--- src/rtl/anton_neopixel_bus_arbiter_if.sv ---
// Shared bus bundle for the neopixel bus arbiter: both requester channels
// plus the byte-wide register bus toward the neopixel module.
interface anton_neopixel_bus_arbiter_if;
  logic        m0Valid;
  logic        m0Write;
  logic [17:0] m0Addr;
  logic [7:0]  m0Data;
  logic        m0Lock;
  logic        m0Ready;
  logic        m0Grant;
  logic        m0RspValid;
  logic [7:0]  m0RspData;

  logic        m1Valid;
  logic        m1Write;
  logic [17:0] m1Addr;
  logic [7:0]  m1Data;
  logic        m1Lock;
  logic        m1Ready;
  logic        m1Grant;
  logic        m1RspValid;
  logic [7:0]  m1RspData;

  logic [17:0] busAddr;
  logic [7:0]  busDataIn;
  logic        busWrite;
  logic        busRead;
  logic [7:0]  busDataOut;

  // Arbiter side.
  modport slave (
    input  m0Valid, m0Write, m0Addr, m0Data, m0Lock,
    output m0Ready, m0Grant, m0RspValid, m0RspData,
    input  m1Valid, m1Write, m1Addr, m1Data, m1Lock,
    output m1Ready, m1Grant, m1RspValid, m1RspData,
    output busAddr, busDataIn, busWrite, busRead,
    input  busDataOut
  );

  // Requester / neopixel-module side.
  modport master (
    output m0Valid, m0Write, m0Addr, m0Data, m0Lock,
    input  m0Ready, m0Grant, m0RspValid, m0RspData,
    output m1Valid, m1Write, m1Addr, m1Data, m1Lock,
    input  m1Ready, m1Grant, m1RspValid, m1RspData,
    input  busAddr, busDataIn, busWrite, busRead,
    output busDataOut
  );
endinterface

--- src/rtl/anton_neopixel_bus_arbiter.sv ---
// Two-requester round-robin arbiter for the neopixel register bus.
// Requester 0 is the CPU bridge, requester 1 the frame DMA. Supports locked
// bursts capped at MAX_BURST while the other side waits, and one outstanding
// read whose response goes back to the owner only.
module anton_neopixel_bus_arbiter #(
  parameter int READ_LATENCY = 1,
  parameter int MAX_BURST    = 16
) (
  input  logic busClk,
  input  logic busReset,
  anton_neopixel_bus_arbiter_if.slave arb
);

  typedef enum logic [2:0] {
    IDLE    = 3'd0,
    OWN0    = 3'd1,
    OWN1    = 3'd2,
    RDWAIT0 = 3'd3,
    RDWAIT1 = 3'd4
  } stateT;

  localparam logic [7:0] MAX_BURST_C = 8'(MAX_BURST);
  localparam logic [2:0] READ_LAT_C  = 3'(READ_LATENCY);

  stateT       stateR, stateNextS;
  logic        lastGrantR;
  logic [7:0]  burstCntR;
  logic        lockR;
  logic [2:0]  waitCntR;
  logic [17:0] busAddrR;
  logic [7:0]  busDataInR;
  logic        busWriteR, busReadR;
  logic        rspValid0R, rspValid1R;
  logic [7:0]  rspData0R, rspData1R;

  logic        ownerS, ownValidS, ownWriteS, ownLockS, otherValidS;
  logic [17:0] ownAddrS;
  logic [7:0]  ownDataS, burstIncS;
  logic        acceptS, inRdWaitS, win0S, win1S;
  logic        capNowS, capAcceptS, captureS, rspDoneS;

  // Owner-side request mux, arbitration decision and burst-cap evaluation.
  always_comb begin
    ownerS = (stateR == OWN1) || (stateR == RDWAIT1);
    if (ownerS) begin
      ownValidS   = arb.m1Valid;
      ownWriteS   = arb.m1Write;
      ownAddrS    = arb.m1Addr;
      ownDataS    = arb.m1Data;
      ownLockS    = arb.m1Lock;
      otherValidS = arb.m0Valid;
    end else begin
      ownValidS   = arb.m0Valid;
      ownWriteS   = arb.m0Write;
      ownAddrS    = arb.m0Addr;
      ownDataS    = arb.m0Data;
      ownLockS    = arb.m0Lock;
      otherValidS = arb.m1Valid;
    end
    acceptS   = ((stateR == OWN0) || (stateR == OWN1)) && ownValidS;
    inRdWaitS = (stateR == RDWAIT0) || (stateR == RDWAIT1);
    // On a tie the requester that did not win last time gets the bus.
    win0S = arb.m0Valid && (!arb.m1Valid || lastGrantR);
    win1S = arb.m1Valid && (!arb.m0Valid || !lastGrantR);
    if (burstCntR == 8'hFF) begin
      burstIncS = burstCntR;
    end else begin
      burstIncS = burstCntR + 8'd1;
    end
    capNowS    = (burstCntR >= MAX_BURST_C) && otherValidS;
    capAcceptS = (burstIncS >= MAX_BURST_C) && otherValidS;
    captureS   = inRdWaitS && (waitCntR == READ_LAT_C);
    rspDoneS   = rspValid0R || rspValid1R;
  end

  // State register.
  always_ff @(posedge busClk) begin
    if (busReset) begin
      stateR <= IDLE;
    end else begin
      stateR <= stateNextS;
    end
  end

  // Next-state logic: grant, hold, read wait and release decisions.
  always_comb begin
    stateNextS = stateR;
    case (stateR)
      IDLE: begin
        if (win0S) begin
          stateNextS = OWN0;
        end else if (win1S) begin
          stateNextS = OWN1;
        end else begin
          stateNextS = IDLE;
        end
      end
      OWN0, OWN1: begin
        if (acceptS) begin
          if (!ownWriteS) begin
            stateNextS = ownerS ? RDWAIT1 : RDWAIT0;
          end else if (!ownLockS || capAcceptS) begin
            stateNextS = IDLE;
          end else begin
            stateNextS = stateR;
          end
        end else if (!ownLockS || capNowS) begin
          // Owner has gone quiet without lock, or the other side has waited long enough.
          stateNextS = IDLE;
        end else begin
          stateNextS = stateR;
        end
      end
      RDWAIT0, RDWAIT1: begin
        if (rspDoneS) begin
          if (!lockR || capNowS) begin
            stateNextS = IDLE;
          end else begin
            stateNextS = ownerS ? OWN1 : OWN0;
          end
        end else begin
          stateNextS = stateR;
        end
      end
      default: stateNextS = IDLE;
    endcase
  end

  // Output decode: ready/grant from state, everything else from registers.
  always_comb begin
    arb.m0Ready    = (stateR == OWN0);
    arb.m1Ready    = (stateR == OWN1);
    arb.m0Grant    = (stateR == OWN0) || (stateR == RDWAIT0);
    arb.m1Grant    = (stateR == OWN1) || (stateR == RDWAIT1);
    arb.m0RspValid = rspValid0R;
    arb.m1RspValid = rspValid1R;
    arb.m0RspData  = rspData0R;
    arb.m1RspData  = rspData1R;
    arb.busAddr    = busAddrR;
    arb.busDataIn  = busDataInR;
    arb.busWrite   = busWriteR;
    arb.busRead    = busReadR;
  end

  // Bus strobes, address/data capture, burst counting and round-robin memory.
  always_ff @(posedge busClk) begin
    if (busReset) begin
      busWriteR  <= 1'b0;
      busReadR   <= 1'b0;
      busAddrR   <= 18'd0;
      busDataInR <= 8'd0;
      lockR      <= 1'b0;
      burstCntR  <= 8'd0;
      lastGrantR <= 1'b1;
    end else begin
      busWriteR <= acceptS && ownWriteS;
      busReadR  <= acceptS && !ownWriteS;
      if (acceptS) begin
        busAddrR   <= ownAddrS;
        busDataInR <= ownDataS;
        lockR      <= ownLockS;
        burstCntR  <= burstIncS;
      end else if ((stateR == IDLE) && (win0S || win1S)) begin
        burstCntR  <= 8'd0;
        lastGrantR <= !win0S;
      end
    end
  end

  // Read latency counter and owner-only response capture.
  always_ff @(posedge busClk) begin
    if (busReset) begin
      waitCntR   <= 3'd0;
      rspValid0R <= 1'b0;
      rspValid1R <= 1'b0;
      rspData0R  <= 8'd0;
      rspData1R  <= 8'd0;
    end else begin
      if (acceptS) begin
        waitCntR <= 3'd0;
      end else if (inRdWaitS && (waitCntR != 3'd7)) begin
        waitCntR <= waitCntR + 3'd1;
      end
      rspValid0R <= captureS && !ownerS;
      rspValid1R <= captureS && ownerS;
      if (captureS && !ownerS) begin
        rspData0R <= arb.busDataOut;
      end
      if (captureS && ownerS) begin
        rspData1R <= arb.busDataOut;
      end
    end
  end

endmodule

--- src/flat_wrapper.sv ---
// flat-port wrapper written by rule: the top's interface ports become plain ports
module anton_neopixel_bus_arbiter_flat 
#(
  parameter int READ_LATENCY = 1,
  parameter int MAX_BURST    = 16
)
  (busClk, busReset, arb_m0Valid, arb_m0Write, arb_m0Addr, arb_m0Data, arb_m0Lock, arb_m0Ready, arb_m0Grant, arb_m0RspValid, arb_m0RspData, arb_m1Valid, arb_m1Write, arb_m1Addr, arb_m1Data, arb_m1Lock, arb_m1Ready, arb_m1Grant, arb_m1RspValid, arb_m1RspData, arb_busAddr, arb_busDataIn, arb_busWrite, arb_busRead, arb_busDataOut);
  anton_neopixel_bus_arbiter_if arb_i ();
  input  logic busClk;
  input  logic busReset;
  input wire logic [$bits(arb_i.m0Valid)-1:0] arb_m0Valid;
  input wire logic [$bits(arb_i.m0Write)-1:0] arb_m0Write;
  input wire logic [$bits(arb_i.m0Addr)-1:0] arb_m0Addr;
  input wire logic [$bits(arb_i.m0Data)-1:0] arb_m0Data;
  input wire logic [$bits(arb_i.m0Lock)-1:0] arb_m0Lock;
  output wire logic [$bits(arb_i.m0Ready)-1:0] arb_m0Ready;
  output wire logic [$bits(arb_i.m0Grant)-1:0] arb_m0Grant;
  output wire logic [$bits(arb_i.m0RspValid)-1:0] arb_m0RspValid;
  output wire logic [$bits(arb_i.m0RspData)-1:0] arb_m0RspData;
  input wire logic [$bits(arb_i.m1Valid)-1:0] arb_m1Valid;
  input wire logic [$bits(arb_i.m1Write)-1:0] arb_m1Write;
  input wire logic [$bits(arb_i.m1Addr)-1:0] arb_m1Addr;
  input wire logic [$bits(arb_i.m1Data)-1:0] arb_m1Data;
  input wire logic [$bits(arb_i.m1Lock)-1:0] arb_m1Lock;
  output wire logic [$bits(arb_i.m1Ready)-1:0] arb_m1Ready;
  output wire logic [$bits(arb_i.m1Grant)-1:0] arb_m1Grant;
  output wire logic [$bits(arb_i.m1RspValid)-1:0] arb_m1RspValid;
  output wire logic [$bits(arb_i.m1RspData)-1:0] arb_m1RspData;
  output wire logic [$bits(arb_i.busAddr)-1:0] arb_busAddr;
  output wire logic [$bits(arb_i.busDataIn)-1:0] arb_busDataIn;
  output wire logic [$bits(arb_i.busWrite)-1:0] arb_busWrite;
  output wire logic [$bits(arb_i.busRead)-1:0] arb_busRead;
  input wire logic [$bits(arb_i.busDataOut)-1:0] arb_busDataOut;
  assign arb_i.m0Valid = arb_m0Valid;
  assign arb_i.m0Write = arb_m0Write;
  assign arb_i.m0Addr = arb_m0Addr;
  assign arb_i.m0Data = arb_m0Data;
  assign arb_i.m0Lock = arb_m0Lock;
  assign arb_m0Ready = arb_i.m0Ready;
  assign arb_m0Grant = arb_i.m0Grant;
  assign arb_m0RspValid = arb_i.m0RspValid;
  assign arb_m0RspData = arb_i.m0RspData;
  assign arb_i.m1Valid = arb_m1Valid;
  assign arb_i.m1Write = arb_m1Write;
  assign arb_i.m1Addr = arb_m1Addr;
  assign arb_i.m1Data = arb_m1Data;
  assign arb_i.m1Lock = arb_m1Lock;
  assign arb_m1Ready = arb_i.m1Ready;
  assign arb_m1Grant = arb_i.m1Grant;
  assign arb_m1RspValid = arb_i.m1RspValid;
  assign arb_m1RspData = arb_i.m1RspData;
  assign arb_busAddr = arb_i.busAddr;
  assign arb_busDataIn = arb_i.busDataIn;
  assign arb_busWrite = arb_i.busWrite;
  assign arb_busRead = arb_i.busRead;
  assign arb_i.busDataOut = arb_busDataOut;
  anton_neopixel_bus_arbiter #(.READ_LATENCY(READ_LATENCY), .MAX_BURST(MAX_BURST)) u_core (.busClk(busClk), .busReset(busReset), .arb(arb_i));
endmodule
--- config.mk ---
export PLATFORM = sky130hd
export DESIGN_NAME = anton_neopixel_bus_arbiter_flat
export DESIGN_NICKNAME = d
export VERILOG_FILES = /design/src/rtl/anton_neopixel_bus_arbiter_if.sv /design/src/rtl/anton_neopixel_bus_arbiter.sv /design/src/flat_wrapper.sv
export SDC_FILE = /design/constraint.sdc
export NUM_CORES = 1
export LEC_CHECK = 0
export BUFFER_PORTS_ARGS = -buffer_cell sky130_fd_sc_hd__buf_4
export CAP_MARGIN = 5
export CORE_ASPECT_RATIO = 1.75
export CORE_MARGIN = 2
export CORE_UTILIZATION = 44
export DETAILED_ROUTE_END_ITERATION = 8
export GPL_TIMING_DRIVEN = 0
export PLACE_DENSITY = 0.82
export SLEW_MARGIN = 20
export SYNTH_ARGS = -nofsm -noshare
export SYNTH_HDL_FRONTEND = slang
export SYNTH_SLANG_ARGS = --single-unit
--- constraint.sdc ---
create_clock -name busClk -period 1.7 [get_ports busClk]
set_input_delay 0.085 -clock busClk [delete_from_list [all_inputs] [get_ports busClk]]
set_output_delay 0.085 -clock busClk [all_outputs]
set_load 0.01 [all_outputs]
# == Word-level counts from Yosys, hierarchy flattened ==
# Cells that the tools add are included.
# op_classes
addsub,2
eq_ne,10
order_cmp,2
reduce_logical,38
muxes,20
bitwise,1
# op_table
cell,count
$mux 8,4
$mux 3,8
$mux 18,1
$ge 8x5->1 const B,2
$logic_and 1x1->1,12
$logic_or 1x1->1,11
$pmux 3 s3,1
$add 8x1->8 const B,1
$eq 8x8->1 const B,1
$logic_not 1->1,8
$eq 3x1->1 const B,2
$eq 3x2->1 const B,2
$reduce_or 2->1,3
$mux 1,4
$mux 2,2
$ne 4x4->1 const B,1
$add 3x1->3 const B,1
$eq 3x3->1 const B,1
$logic_not 3->1,1
$ne 3x1->1 const B,1
$ne 3x3->1 const B,1
$reduce_and 3->1,1
$ne 2x1->1 const B,1
$reduce_and 2->1,1
2 further kinds,2
# totals
in_bits,68
elab_cells,86
regBits,62
out_inout_bits,50

# == Depth between registers and ports, before layout ==
# depth
word_depth,9
depth_mapped,7
ltp_nobuf,6

# == Least setup slack after synthesis ==
# No wires, ideal clock.
# synth_timing
path_kind,register to register
from,reg u_core.burstCntR[0]
to,reg u_core.stateR[0]
setup_ns,0.121
arrival_time_ns,1.741
n_path_buf,0
path_slack_ns,-0.162
synth_period_minus_slack_ns,1.862
path_stages_with_launch,7
required_ns,1.579
path_cell_list,dfxtp_1 > ha_1 > nand4_1 > o21ai_0 > a221oi_1 > o41a_1 > mux2_4
# synth_between
elab_chain_cells,7
word_cells_on_any_way,16
classes_between,1 x add/sub; 2 x order compare; 3 x eq/ne; 4 x mux; 6 x reduce/logical
# synth_rtl
item,line,text
start: declaration,anton_neopixel_bus_arbiter.sv:27,logic [7:0] burstCntR;
start signal: assignment,anton_neopixel_bus_arbiter.sv:162,burstCntR <= burstIncS;
$add 8x1->8 or $eq 8x8->1 (tied branches),"anton_neopixel_bus_arbiter.sv:68, anton_neopixel_bus_arbiter.sv:65",
$mux 8,anton_neopixel_bus_arbiter.sv:65,if (burstCntR == 8'hFF) begin
$ge 8x5->1,anton_neopixel_bus_arbiter.sv:71,capAcceptS = (burstIncS >= MAX_BURST_C) && otherValidS;
$logic_and 1x1->1,anton_neopixel_bus_arbiter.sv:71,
$logic_or 1x1->1,anton_neopixel_bus_arbiter.sv:102,end else if (!ownLockS || capAcceptS) begin
$ne 4x4->1 (no source line),n/a,
$reduce_and 3->1 (no source line),n/a,
end signal: assignment,anton_neopixel_bus_arbiter.sv:81,stateR <= stateNextS;
end: declaration,anton_neopixel_bus_arbiter.sv:25,"stateT stateR, stateNextS;"
# Several ways; a longest one is shown, not always the timed one. The select of a mux whose other input is x is not followed.
# A chain may end at the register's enable or synchronous reset.

# == Worst setup path in the final report ==
# layout_timing
from,reg u_core.stateR[2]
to,reg u_core.stateR[0]
# layout_between
elab_chain_cells,8
word_cells_on_any_way,31
classes_between,7 x eq/ne; 11 x mux; 13 x reduce/logical
# layout_rtl
item,line,text
$eq 3x2->1 or $eq 3x3->1 (tied branches),"anton_neopixel_bus_arbiter.sv:44, anton_neopixel_bus_arbiter.sv:60, anton_neopixel_bus_arbiter.sv:88",
$logic_or 1x1->1,anton_neopixel_bus_arbiter.sv:44,ownerS = (stateR == OWN1) || (stateR == RDWAIT1);
$mux 1,anton_neopixel_bus_arbiter.sv:45,if (ownerS) begin
$logic_and 1x1->1,anton_neopixel_bus_arbiter.sv:70,capNowS = (burstCntR >= MAX_BURST_C) && otherValidS;
$logic_or 1x1->1,anton_neopixel_bus_arbiter.sv:116,if (!lockR || capNowS) begin
$mux 3,anton_neopixel_bus_arbiter.sv:116,
$mux 3,anton_neopixel_bus_arbiter.sv:115,if (rspDoneS) begin
$pmux 3 s3,anton_neopixel_bus_arbiter.sv:88,case (stateR)
# Several ways; a longest one is shown, not always the timed one. The select of a mux whose other input is x is not followed.

==> flow_summary.json <==
{
  "root_buffer": "clkbuf_16",
  "holdWs_ns": 0.0100,
  "worst_slack_ns": -0.161,
  "crit_chain": "buf_8 > xnor2_4 > nor2_4 > buf_6 > mux2i_4 > o41a_1 > mux2_4",
  "numClockSinks": 62,
  "slew_headroom": 0.608,
  "viasPerCell": 5.43,
  "cap_viol_max_count": 0,
  "period_minus_slack_ns": 1.86,
  "synth_most_common_cell": "dfxtp_1",
  "status": "complete, but fails checks",
  "hpwl_mm": 5.91,
  "rsz0062_at_grt": "true",
  "cp.arrival_ns": 2.07,
  "antenna_found_initial": 0,
  "p_total_mw": 4.44,
  "gp_congestion": 0.821,
  "final_layout_size_suffix_gt1_frac": 0.432,
  "critPathBufInv": 2,
  "numCtsBuffers": 9,
  "worst_slew_pin_slew_ns": 0.589,
  "grt_pass1_vias": 3118,
  "setup_viol_count_final": 20,
  "yosys_warnings": 0,
  "initial_core_util": 0.452,
  "max_freq_ghz": 0.537,
  "cts_max_level": 3,
  "setup_tns_ns": -1.26,
  "num_rows": 39,
  "cpPeakStageDelay_ns": 0.43,
  "port_buffers": 114,
  "violations": "negative setup slack",
  "endpoint_kind": "flip-flop",
  "synth_nets": 386,
  "slowest_stage": "o41a_1",
  "dp_cells": 509,
  "num_vias": 3007,
  "yosys.area.top_type": "dfxtp_1",
  "p_per_area_nw_per_um2": 949,
  "grt_start_max_net_pins": 11,
  "yosys-top-cells-count": "dfxtp_1 (62), nor2_1 (51), mux2i_1 (46)",
  "core_um2": 6490,
  "syn_inst": 313,
  "netlist_top_cells_area": "dfxtp_1 (42%), mux2i_1 (16%), a211oi_1 (6.9%), nor2_1 (6.5%), ha_1 (2.1%)",
  "finalHoldViolations": 0,
  "die_h_um": 112,
  "synth-seq-cells": 62,
  "clk_latency_ns": 0.33,
  "finish.utilization": 0.721,
  "routedWlPerCell_um": 16.3,
  "path_class": "flip-flop to flip-flop",
  "first_pass_iters": 4,
  "pin_count": 118,
  "detail_route.wirelength_mm": 9.06,
  "avgSynthCellArea_um2": 9.37,
  "cp_max_fo": 8,
  "cts_max_path_buffers": 2,
  "cts_tree": "built",
  "drtIter0Drc": 182,
  "period_share": 1.09,
  "crit_family": "multiplexers",
  "critPathLaunch": "u_core.stateR[2]$_SDFFE_PP0P_",
  "crit_required_ns": 1.91,
  "fp.dieW_um": 65.7,
  "peakVddDrop_mv": 0.810,
  "min_path_type": "input port to flip-flop",
  "drtAntennaViolNets": 0,
  "min_from": "arb_busDataOut[4]",
  "regArea_um2": 1260,
  "dieArea_um2": 7360,
  "nFillCells": 483,
  "synthFlopType": "dfxtp_1",
  "grt_overflow_total": 0,
  "drc_errors": 0,
  "r2r-start": "u_core.stateR[2]$_SDFFE_PP0P_",
  "crit_path_start_kind": "flip-flop",
  "diodes": 0,
  "synth_edf_count": 0,
  "grt_pass1_wl_mm": 14.1,
  "async_flop_share": 0,
  "instances_no_fill": 554,
  "synthDistinctLibCells": 52,
  "synth_top_area_frac": 0.423,
  "synthesis.area_um2": 2930,
  "multi_input_comb_area_um2": 1710,
  "grtUsageTotal": 0.247,
  "fin_nets": 542,
  "areaGrowthSynthToFinish_pct": 59.7,
  "skew_ns": 0.00552,
  "drv_slew": 0,
  "yosysSeqAreaShare": 0.423,
  "leakage_nw": 2.00,
  "clk_pin_slew_ns": 0.05
}
final cells by class:
cell class / count / area share
Buffer: 24 / 0.0401
Clock buffer: 12 / 0.0526
Clock inverter: 2 / 0.00214
Inverter: 7 / 0.00561
Multi-Input combinational cell: 218 / 0.366
Sequential cell: 62 / 0.269
Tap cell: 82 / 0.0219
Timing Repair Buffer: 147 / 0.243
worst paths after layout:
check	to	slack, ns	cells after the start
max	u_core.stateR[0]$_SDFFE_PP0P_	-0.16	7
max reg2reg	u_core.stateR[0]$_SDFFE_PP0P_	-0.16	7
min reg2reg	u_core.arb.m0RspData[4]$_SDFFE_PP0P_	0.49	2
min	u_core.arb.m0RspData[4]$_SDFFE_PP0P_	0.01	3
cells by family after synthesis:
family,synth area share
flops,0.423
simple gates,0.166
fa+ha+maj,0.0213
mux,0.166
xor+xnor,0.0120
compound gates,0.160
buf+inv,0.0512
placed cells by master (no fill, tap or decap), types with 4 or more instances in the layout:
master / n
clkbuf_16: 10
dfxtp_2: 4
clkbuf_1: 11
nor3_1: 8
mux2i_1: 42
dfxtp_1: 55
ha_1: 4
a211oi_1: 24
buf_4: 143
a21oi_1: 9
nor2_1: 50
nand3b_1: 6
inv_1: 7
nand2_1: 5
buf_6: 8
power by group:
| part | switching, mW | internal (mW) |
|---|---|---|
| Sequential | 0.0810 | 1.57 |
| Combinational | 0.555 | 0.653 |
| Clock | 0.586 | 1.00 |
| Total | 1.22 | 3.22 |
state kept, by name, indices dropped and copies added (netlist names), 3 cells and up:
signal                flops
u_core.arb.busAddr       18
u_core.arb.busDataIn      8
u_core.arb.m0RspData      8
u_core.arb.m1RspData      8
u_core.burstCntR          8
u_core.stateR             3
u_core.waitCntR           3
routing by layer:
| metal | up-vias | track usage | wire length [um] |
|---|---|---|---|
| met5 | - | 0 | 0 |
| li1 | 1445 | - | - |
| met4 | 0 | 0.126 | 323 |
| met1 | 1419 | 0.246 | 3120 |
| met2 | 115 | 0.450 | 5140 |
| met3 | 28 | 0.0646 | 475 |
metrics by stage:
stage	setup WS [ns]	area, um2
after floorplan	-0.0793	2970
after global placement	-0.260	3930
after detailed placement	-0.308	3930
after CTS	-0.142	4460
after global routing	-0.219	4680
final	-0.161	4680
worst reg2reg max path, stage by stage, from the launching register on:
cell	delay (ns)
dfxtp_2	0.32
buf_8	0.13
xnor2_4	0.20
nor2_4	0.05
buf_6	0.13
mux2i_4	0.18
o41a_1	0.43
mux2_4	0.31
what timing repair did:
| action | in CTS | in global routing |
|---|---|---|
| resized for setup | 36 | 31 |
| setup buffers | 18 | 10 |
| hold buffers | 3 | 0 |
| gates cloned | 2 | 1 |
| setup endpoints to repair | 56 | 50 |
| endpoints found under the hold margin | 3 | 0 |
| pin swaps | 12 | 12 |
(Power assumes the default switching activity.)
